### src/rtl/voq_sched_pkg.sv
// Shared definitions for the VOQ-to-bank scheduler: select-field width,
// scheduling mode encodings and explicit modulo helpers for pointer wrap.
package voq_sched_pkg;

  localparam int SCHED_TDM = 0;
  localparam int SCHED_RR  = 1;

  // Width of one select field: clog2(n), but never less than one bit.
  function automatic int sel_width(input int n);
    int w;
    w = $clog2(n);
    return (w < 1) ? 1 : w;
  endfunction

  // (v + 1) mod n for 0 <= v < n.
  function automatic int mod_inc(input int v, input int n);
    return (v + 1 >= n) ? 0 : v + 1;
  endfunction

  // (a + b) mod n for 0 <= a, b < n.
  function automatic int mod_add(input int a, input int b, input int n);
    int s;
    s = a + b;
    return (s >= n) ? s - n : s;
  endfunction

  // Forward distance from p to i around a ring of n slots.
  function automatic int mod_dist(input int i, input int p, input int n);
    return (i >= p) ? i - p : i + n - p;
  endfunction

endpackage

### src/rtl/voq_sched_rr_arbiter.sv
// Programmable-priority arbiter: grants the first set req bit found scanning
// upward from ptr with wrap. Purely combinational.
module rr_arbiter
  import voq_sched_pkg::*;
#(
  parameter int N = 4,
  parameter int W = 2
) (
  input  logic [N-1:0] req,
  input  logic [W-1:0] ptr,
  output logic [N-1:0] grant,
  output logic [W-1:0] idx,
  output logic         valid
);

  int best;

  // Smallest ring distance from ptr wins, which is the first hit of a wrapped scan.
  always_comb begin
    best  = N;
    idx   = '0;
    grant = '0;
    for (int i = 0; i < N; i++) begin
      if (req[i] && (mod_dist(i, int'(ptr), N) < best)) begin
        best = mod_dist(i, int'(ptr), N);
        idx  = W'(i);
      end
    end
    valid = |req;
    for (int i = 0; i < N; i++) begin
      grant[i] = valid && (idx == W'(i));
    end
  end

endmodule

### src/rtl/voq_sched.sv
// Shared-memory switch scheduler: matches input VOQs to banks each cycle
// (fixed TDM rotation or single-iteration round-robin) and drives read/write strobes.
module voq_sched
  import voq_sched_pkg::*;
#(
  parameter int PORT_NUB = 4,
  parameter int MODE     = SCHED_RR,
  parameter int PIPELINE = 0,
  localparam int W       = sel_width(PORT_NUB)
) (
  input  logic                           clk,
  input  logic                           rst_n,
  input  logic                           en,
  input  logic [PORT_NUB*PORT_NUB-1:0]   empty_in,
  input  logic [PORT_NUB-1:0]            full_in,
  output logic [PORT_NUB-1:0]            rd_out,
  output logic [PORT_NUB*W-1:0]          rd_sel,
  output logic [PORT_NUB-1:0]            wr_out,
  output logic [PORT_NUB*W-1:0]          mux_sel
);

  localparam int N = PORT_NUB;

  logic [N-1:0][N-1:0] req;      // req[i][j]: input i wants bank j
  logic [N-1:0]        dec_rd;
  logic [N-1:0][W-1:0] dec_sel;
  logic [N-1:0]        s1_rd;
  logic [N-1:0][W-1:0] s1_sel;
  logic [N-1:0]        rd_q;
  logic [N-1:0][W-1:0] rd_sel_q;
  logic [N-1:0]        wr_nxt;
  logic [N-1:0][W-1:0] mux_nxt;
  logic [N-1:0][W-1:0] mux_q;

  always_comb begin
    req = '0;
    for (int i = 0; i < N; i++) begin
      for (int j = 0; j < N; j++) begin
        req[i][j] = en & ~empty_in[i*N+j] & ~full_in[j];
      end
    end
  end

  if (MODE == SCHED_TDM) begin : g_tdm
    logic [W-1:0]        off;
    logic [N-1:0][W-1:0] tdm_dest;

    always_ff @(posedge clk or negedge rst_n) begin
      if (!rst_n)  off <= '0;
      else if (en) off <= W'(mod_inc(int'(off), N));
    end

    always_comb begin
      dec_rd   = '0;
      dec_sel  = '0;
      tdm_dest = '0;
      for (int i = 0; i < N; i++) begin
        tdm_dest[i] = W'(mod_add(i, int'(off), N));
        for (int j = 0; j < N; j++) begin
          if (tdm_dest[i] == W'(j)) dec_rd[i] = req[i][j];
        end
        if (dec_rd[i]) dec_sel[i] = tdm_dest[i];
      end
    end
  end else begin : g_rr
    logic [N-1:0][W-1:0] gptr;
    logic [N-1:0][W-1:0] aptr;
    logic [N-1:0][N-1:0] g_req;  // per bank j, bit i
    logic [N-1:0][N-1:0] g_gnt;
    logic [N-1:0][W-1:0] g_idx;
    logic [N-1:0]        g_vld;
    logic [N-1:0][N-1:0] a_req;  // per input i, bit j
    logic [N-1:0][N-1:0] a_gnt;
    logic [N-1:0][W-1:0] a_idx;
    logic [N-1:0]        a_vld;
    logic                idx_unused;

    assign idx_unused = ^g_idx;

    always_comb begin
      g_req = '0;
      a_req = '0;
      for (int i = 0; i < N; i++) begin
        for (int j = 0; j < N; j++) begin
          g_req[j][i] = req[i][j];
          a_req[i][j] = g_vld[j] & g_gnt[j][i];
        end
      end
    end

    for (genvar j = 0; j < N; j++) begin : g_grant
      rr_arbiter #(.N(N), .W(W)) u_grant (
        .req(g_req[j]), .ptr(gptr[j]), .grant(g_gnt[j]), .idx(g_idx[j]), .valid(g_vld[j])
      );
    end

    for (genvar i = 0; i < N; i++) begin : g_accept
      rr_arbiter #(.N(N), .W(W)) u_accept (
        .req(a_req[i]), .ptr(aptr[i]), .grant(a_gnt[i]), .idx(a_idx[i]), .valid(a_vld[i])
      );
    end

    always_comb begin
      dec_rd  = a_vld;
      dec_sel = '0;
      for (int i = 0; i < N; i++) begin
        if (a_vld[i]) dec_sel[i] = a_idx[i];
      end
    end

    // Pointers move only past an accepted pair; with en=0 nothing is accepted.
    always_ff @(posedge clk or negedge rst_n) begin
      if (!rst_n) begin
        gptr <= '0;
        aptr <= '0;
      end else begin
        for (int i = 0; i < N; i++) begin
          if (a_vld[i]) aptr[i] <= W'(mod_inc(int'(a_idx[i]), N));
          for (int j = 0; j < N; j++) begin
            if (a_gnt[i][j]) gptr[j] <= W'(mod_inc(i, N));
          end
        end
      end
    end
  end

  always_ff @(posedge clk or negedge rst_n) begin
    if (!rst_n) begin
      s1_rd  <= '0;
      s1_sel <= '0;
    end else begin
      s1_rd  <= dec_rd;
      s1_sel <= dec_sel;
    end
  end

  if (PIPELINE != 0) begin : g_pipe
    always_ff @(posedge clk or negedge rst_n) begin
      if (!rst_n) begin
        rd_q     <= '0;
        rd_sel_q <= '0;
      end else begin
        rd_q     <= s1_rd;
        rd_sel_q <= s1_sel;
      end
    end
  end else begin : g_nopipe
    assign rd_q     = s1_rd;
    assign rd_sel_q = s1_sel;
  end

  // Invert the read-side match so each bank learns its source one cycle later.
  always_comb begin
    wr_nxt  = '0;
    mux_nxt = '0;
    for (int j = 0; j < N; j++) begin
      for (int i = 0; i < N; i++) begin
        if (rd_q[i] && (rd_sel_q[i] == W'(j))) begin
          wr_nxt[j]  = 1'b1;
          mux_nxt[j] = W'(i);
        end
      end
    end
  end

  always_ff @(posedge clk or negedge rst_n) begin
    if (!rst_n) begin
      wr_out <= '0;
      mux_q  <= '0;
    end else begin
      wr_out <= wr_nxt;
      mux_q  <= mux_nxt;
    end
  end

  assign rd_out  = rd_q;
  assign rd_sel  = rd_sel_q;
  assign mux_sel = mux_q;

endmodule
### config.mk
export PLATFORM = sky130hd
export DESIGN_NAME = voq_sched
export DESIGN_NICKNAME = d
export VERILOG_FILES = /design/src/rtl/voq_sched_pkg.sv /design/src/rtl/voq_sched_rr_arbiter.sv /design/src/rtl/voq_sched.sv
export SDC_FILE = /design/constraint.sdc
export NUM_CORES = 1
export LEC_CHECK = 0
export ABC_AREA = 1
export BUFFER_PORTS_ARGS = -buffer_cell sky130_fd_sc_hd__buf_2
export CAP_MARGIN = 5
export CORE_MARGIN = 3
export CORE_UTILIZATION = 65
export DETAILED_ROUTE_END_ITERATION = 7
export GPL_TIMING_DRIVEN = 0
export PLACE_DENSITY_LB_ADDON = 0.05
export SLEW_MARGIN = 20
export SYNTH_ARGS = -nofsm -noshare
export SYNTH_HDL_FRONTEND = slang
export SYNTH_SLANG_ARGS = --single-unit
### constraint.sdc
create_clock -name clk -period 17.89 [get_ports clk]
set_input_delay 3.578 -clock clk [delete_from_list [all_inputs] [get_ports clk]]
set_output_delay 3.578 -clock clk [all_outputs]
set_load 0.01 [all_outputs]
==> Flow_metrics.wiki <==
{| class="wikitable"
! Metric !! Value
|-
| Uppermost routed layer || met4
|-
| Root buffer cell || sky130_fd_sc_hd__clkbuf_8
|-
| Time the worst path needs with I/O delays and setup || 9260 ps
|-
| Skew final || slightly below 10 ps
|-
| Max-cap violations || 0
|-
| Comb pwr share || 63.8%
|-
| Unrepaired setup endpoints after global routing || no
|-
| Startpoint Class || input port
|-
| Portion of the post-synthesis area used by sequential elements || a little over a fifth
|-
| Critical path class || in2reg
|-
| Area added between synthesis and finish || 9.97%
|-
| Number of warnings issued by yosys || 0
|-
| Setup crit end kind || flip-flop
|-
| Number of cells upsized or downsized after cts || 0
|-
| Vertical die dimension || a little over 90 um
|-
| TritonCTS clock tree || done
|-
| Met2 wire length || between 4000 and 5000 um
|-
| Number of nets in the layout || approximately 840
|-
| Die boundary width || approximately 91 um
|-
| Register area || roughly 1000 sq um
|-
| Post-synth cell types || 33
|-
| Internal power || 0.328 mW
|-
| Clk pin slew, worst setup/hold paths || ~80 ps
|-
| Initial antenna violation count || 0
|-
| Largest family of logic cells by synthesized area || simple AND/OR/NAND/NOR gates
|-
| Number of filler cells placed in the layout || about 550
|-
| Synthesized Nets || around 800
|-
| Max Slew Vio Count || 0
|-
| Full die area || 8240 sq um
|-
| FF-to-FF path depth || 54
|-
| H-tree depth reported by CTS || 2
|-
| Final worst path period share || approximately 52%
|-
| Number of nets with antenna violations after detailed routing || 0
|-
| Switching power || approximately 0.34 mW
|-
| Share of cell area taken by muxes after synthesis || 0%
|-
| Number of buffers created by CTS || 5
|-
| Residual DRC || 0
|-
| Measured slew at the worst slew-check pin || between 800 and 900 ps
|-
| Average wire per cell in the routed design || approximately 12 um
|-
| Total power density per cell area || 131 nW/um^2
|-
| Post-synthesis area per instance || just under 7 sq um
|-
| Relative slew slack || 42.6%
|-
| Postcts setup bufs || 0
|-
| Critical Path RT || 18120 ps
|-
| Area of combinational cells with multiple inputs || 3160 sq um
|-
| Clock Latency Late Sink || 300 ps
|-
| Syn Inst Count || roughly 680
|-
| Initial Utilization || roughly two thirds
|-
| Total global routing track utilization || 25.0%
|-
| Post-synthesis share of cell area spent on and, or, nand and nor gates || around a third
|-
| Detailed router's first-iteration violation count || between 150 and 200
|-
| Xor/xnor cell area share of the yosys netlist || 0.188%
|-
| Half-perimeter wire length after placement || about 8200 um
|-
| Placed Area || ~5000 sq um
|-
| Sum of routed wire length over all layers || around 9900 um
|-
| Fmax || approximately 0.11 GHz
|-
| Arithmetic-cell share of the synthesized area counting full adders, half adders and majority gates || about a quarter
|-
| Post-placement setup slack || 8400 ps
|-
| Hold Violations, Final || 0
|-
| Clock sink total || 40
|-
| Port bufs || 46
|-
| Delay of the slowest cell on the worst path || ~270 ps
|-
| Sum of met3 wire segment lengths after detailed routing || 493 um
|-
| Cell repeated most along the worst path || sky130_fd_sc_hd__nand2_1
|-
| Fin area || between 5000 and 6000 sq um
|-
| Hold Path Class || reg2reg
|-
| Share of post-route cells with drive strength above 1 || roughly 17%
|-
| Slowest cell on the critical path || sky130_fd_sc_hd__ha_1
|-
| Setup violations, final || 0
|-
| Crit Path Max Fanout || 10
|-
| Final weighted congestion of routability-driven global placement || between 0.8 and 0.9
|-
| Share of the synthesized area in compound gates (AO/OA/AOI/OAI) || between 10% and 20%
|-
| Setup Total Neg Slack || 0 ps
|-
| Switching part of the total power || roughly 51%
|-
| Number of cells on the worst hold path || 2
|-
| Maximum root-to-sink buffer count || 2
|-
| Leak pwr || roughly 3.2 nW
|-
| Worst vdd ir || between 0.05 and 0.06 mV
|-
| Diodes inserted || 0
|-
| Total of flip-flops plus latches after synthesis || 40
|-
| Number of detailed-route iterations in the first pass || 5
|-
| # IOs || 47
|-
| Fraction of power consumed by sequential logic || approximately 25%
|-
| Core footprint || 6870 sq um
|-
| Hold bufs inserted after CTS || 0
|-
| Most common cell after layout, fill and taps aside || sky130_fd_sc_hd__nand2_1
|-
| Run status || finished clean
|-
| Detailed-route wire length on metal 1 || 4390 um
|-
| Highest-count cells in the layout ignoring fill and taps || 171 x sky130_fd_sc_hd__nand2_1, 119 x sky130_fd_sc_hd__inv_1, 88 x sky130_fd_sc_hd__ha_1, 53 x sky130_fd_sc_hd__nor2_1, 46 x sky130_fd_sc_hd__buf_2
|-
| Via density per instance || 5.25
|-
| FP Rows || 30
|-
| Worst path setup slack after routing || 8630 ps
|-
| Wire length of the first global-routing pass || around 17000 um
|-
| Part of the total power dissipated in the clock network || between 10% and 20%
|-
| GRT overflow || 0
|-
| Vias in the first global route || around 4000
|-
| Pin count of the biggest net entering global routing || 41
|-
| Arrival time at the worst endpoint || 9490 ps
|-
| Routed via count || 4345
|-
| Combined area of all synthesized cells || around 4700 sq um
|}
-- power by group through the flow --
stage | sequential [mW] | clock (mW) | combinational (mW)
4_1_cts | 0.167 | 0.0764 | 0.428
3_3_place_gp | 0.166 | 0 | 0.405
5_1_grt | 0.175 | 0.0791 | 0.498
6_report | 0.168 | 0.0756 | 0.428
3_5_place_dp | 0.169 | 0 | 0.424
2_1_floorplan | 0.168 | 0 | 0.320
-- synth_stat cells, drive strengths merged --
library cell	count	area, sq um
a31oi	5	31.3
clkinv	3	11.3
a211oi	4	42.5
xor2	1	8.76
inv	132	498
o21ai	39	195
nand2	213	950
o2111ai	1	8.76
a21oi	30	150
nand4	8	50.1
nor2	61	264
o22ai	4	25.0
a41oi	4	35.0
nand3	27	168
o211ai	1	7.51
nor3	11	66.3
or2	4	25.0
ha	88	1100
nand3b	2	31.3
dfrtp	40	1000
-- through the flow --
step / hold slack (ps) / total power, mW / utilization [%] / std cells
4_1_cts: 580 / 0.671 / 74.8 / 828
2_1_floorplan: 554 / 0.488 / - / 678
6_report: 585 / 0.671 / 74.8 / 828
3_5_place_dp: 564 / 0.593 / 73.1 / 820
3_3_place_gp: 561 / 0.571 / 73.1 / 820
5_1_grt: 624 / 0.752 / 74.8 / 828
-- cells by family after synthesis --
family          after synthesis
simple gates                326
compound gates               88
fa+ha+maj                    88
flops                        40
xor+xnor                      1
buf+inv                     135
-- flip-flops by register name (all words and copies together), names as in the netlist --
register	flops
g_rr.aptr	8
rd_out	4
wr_out	4
g_rr.gptr	8
mux_sel	8
rd_sel	8
-- worst max-delay path: cells and delay by family --
family	cells	cell delay [ps]
simple gates	36	2940
fa+ha+maj	7	1610
compound gates	6	1030
buf+inv	4	310
-- metal layers --
layer  vias up  GRT usage [%]
met2       129           44.6
met4         0           8.55
met5         -              0
li1       2238              -
met1      1959           30.6
met3        19           3.83
-- path summary, 6_finish.rpt --
path                                               start                  endpoint  slack [ps]
max in group asynchronous                          rst_n       rd_out[1]$_DFF_PN0_       13960
worst min register to register       rd_sel[0]$_DFF_PN0_       wr_out[1]$_DFF_PN0_         580
worst max-delay path                                  en  g_rr.gptr[4]$_DFFE_PN0P_        8630
worst min-delay path                 rd_sel[0]$_DFF_PN0_       wr_out[1]$_DFF_PN0_         580
min in group asynchronous                          rst_n      mux_sel[2]$_DFF_PN0_        3380
worst max register to register  g_rr.gptr[1]$_DFFE_PN0P_  g_rr.gptr[4]$_DFFE_PN0P_       11370
-- layout make-up --
class | instances | share of cell area [%]
timing repair buffer | 46 | 4.48
multi-input combinational | 503 | 61.5
clock inverter | 3 | 0.902
inverter | 135 | 9.92
sequential | 40 | 19.5
clock buffer | 5 | 1.34
tap | 96 | 2.34
(Power assumes the default switching activity.)
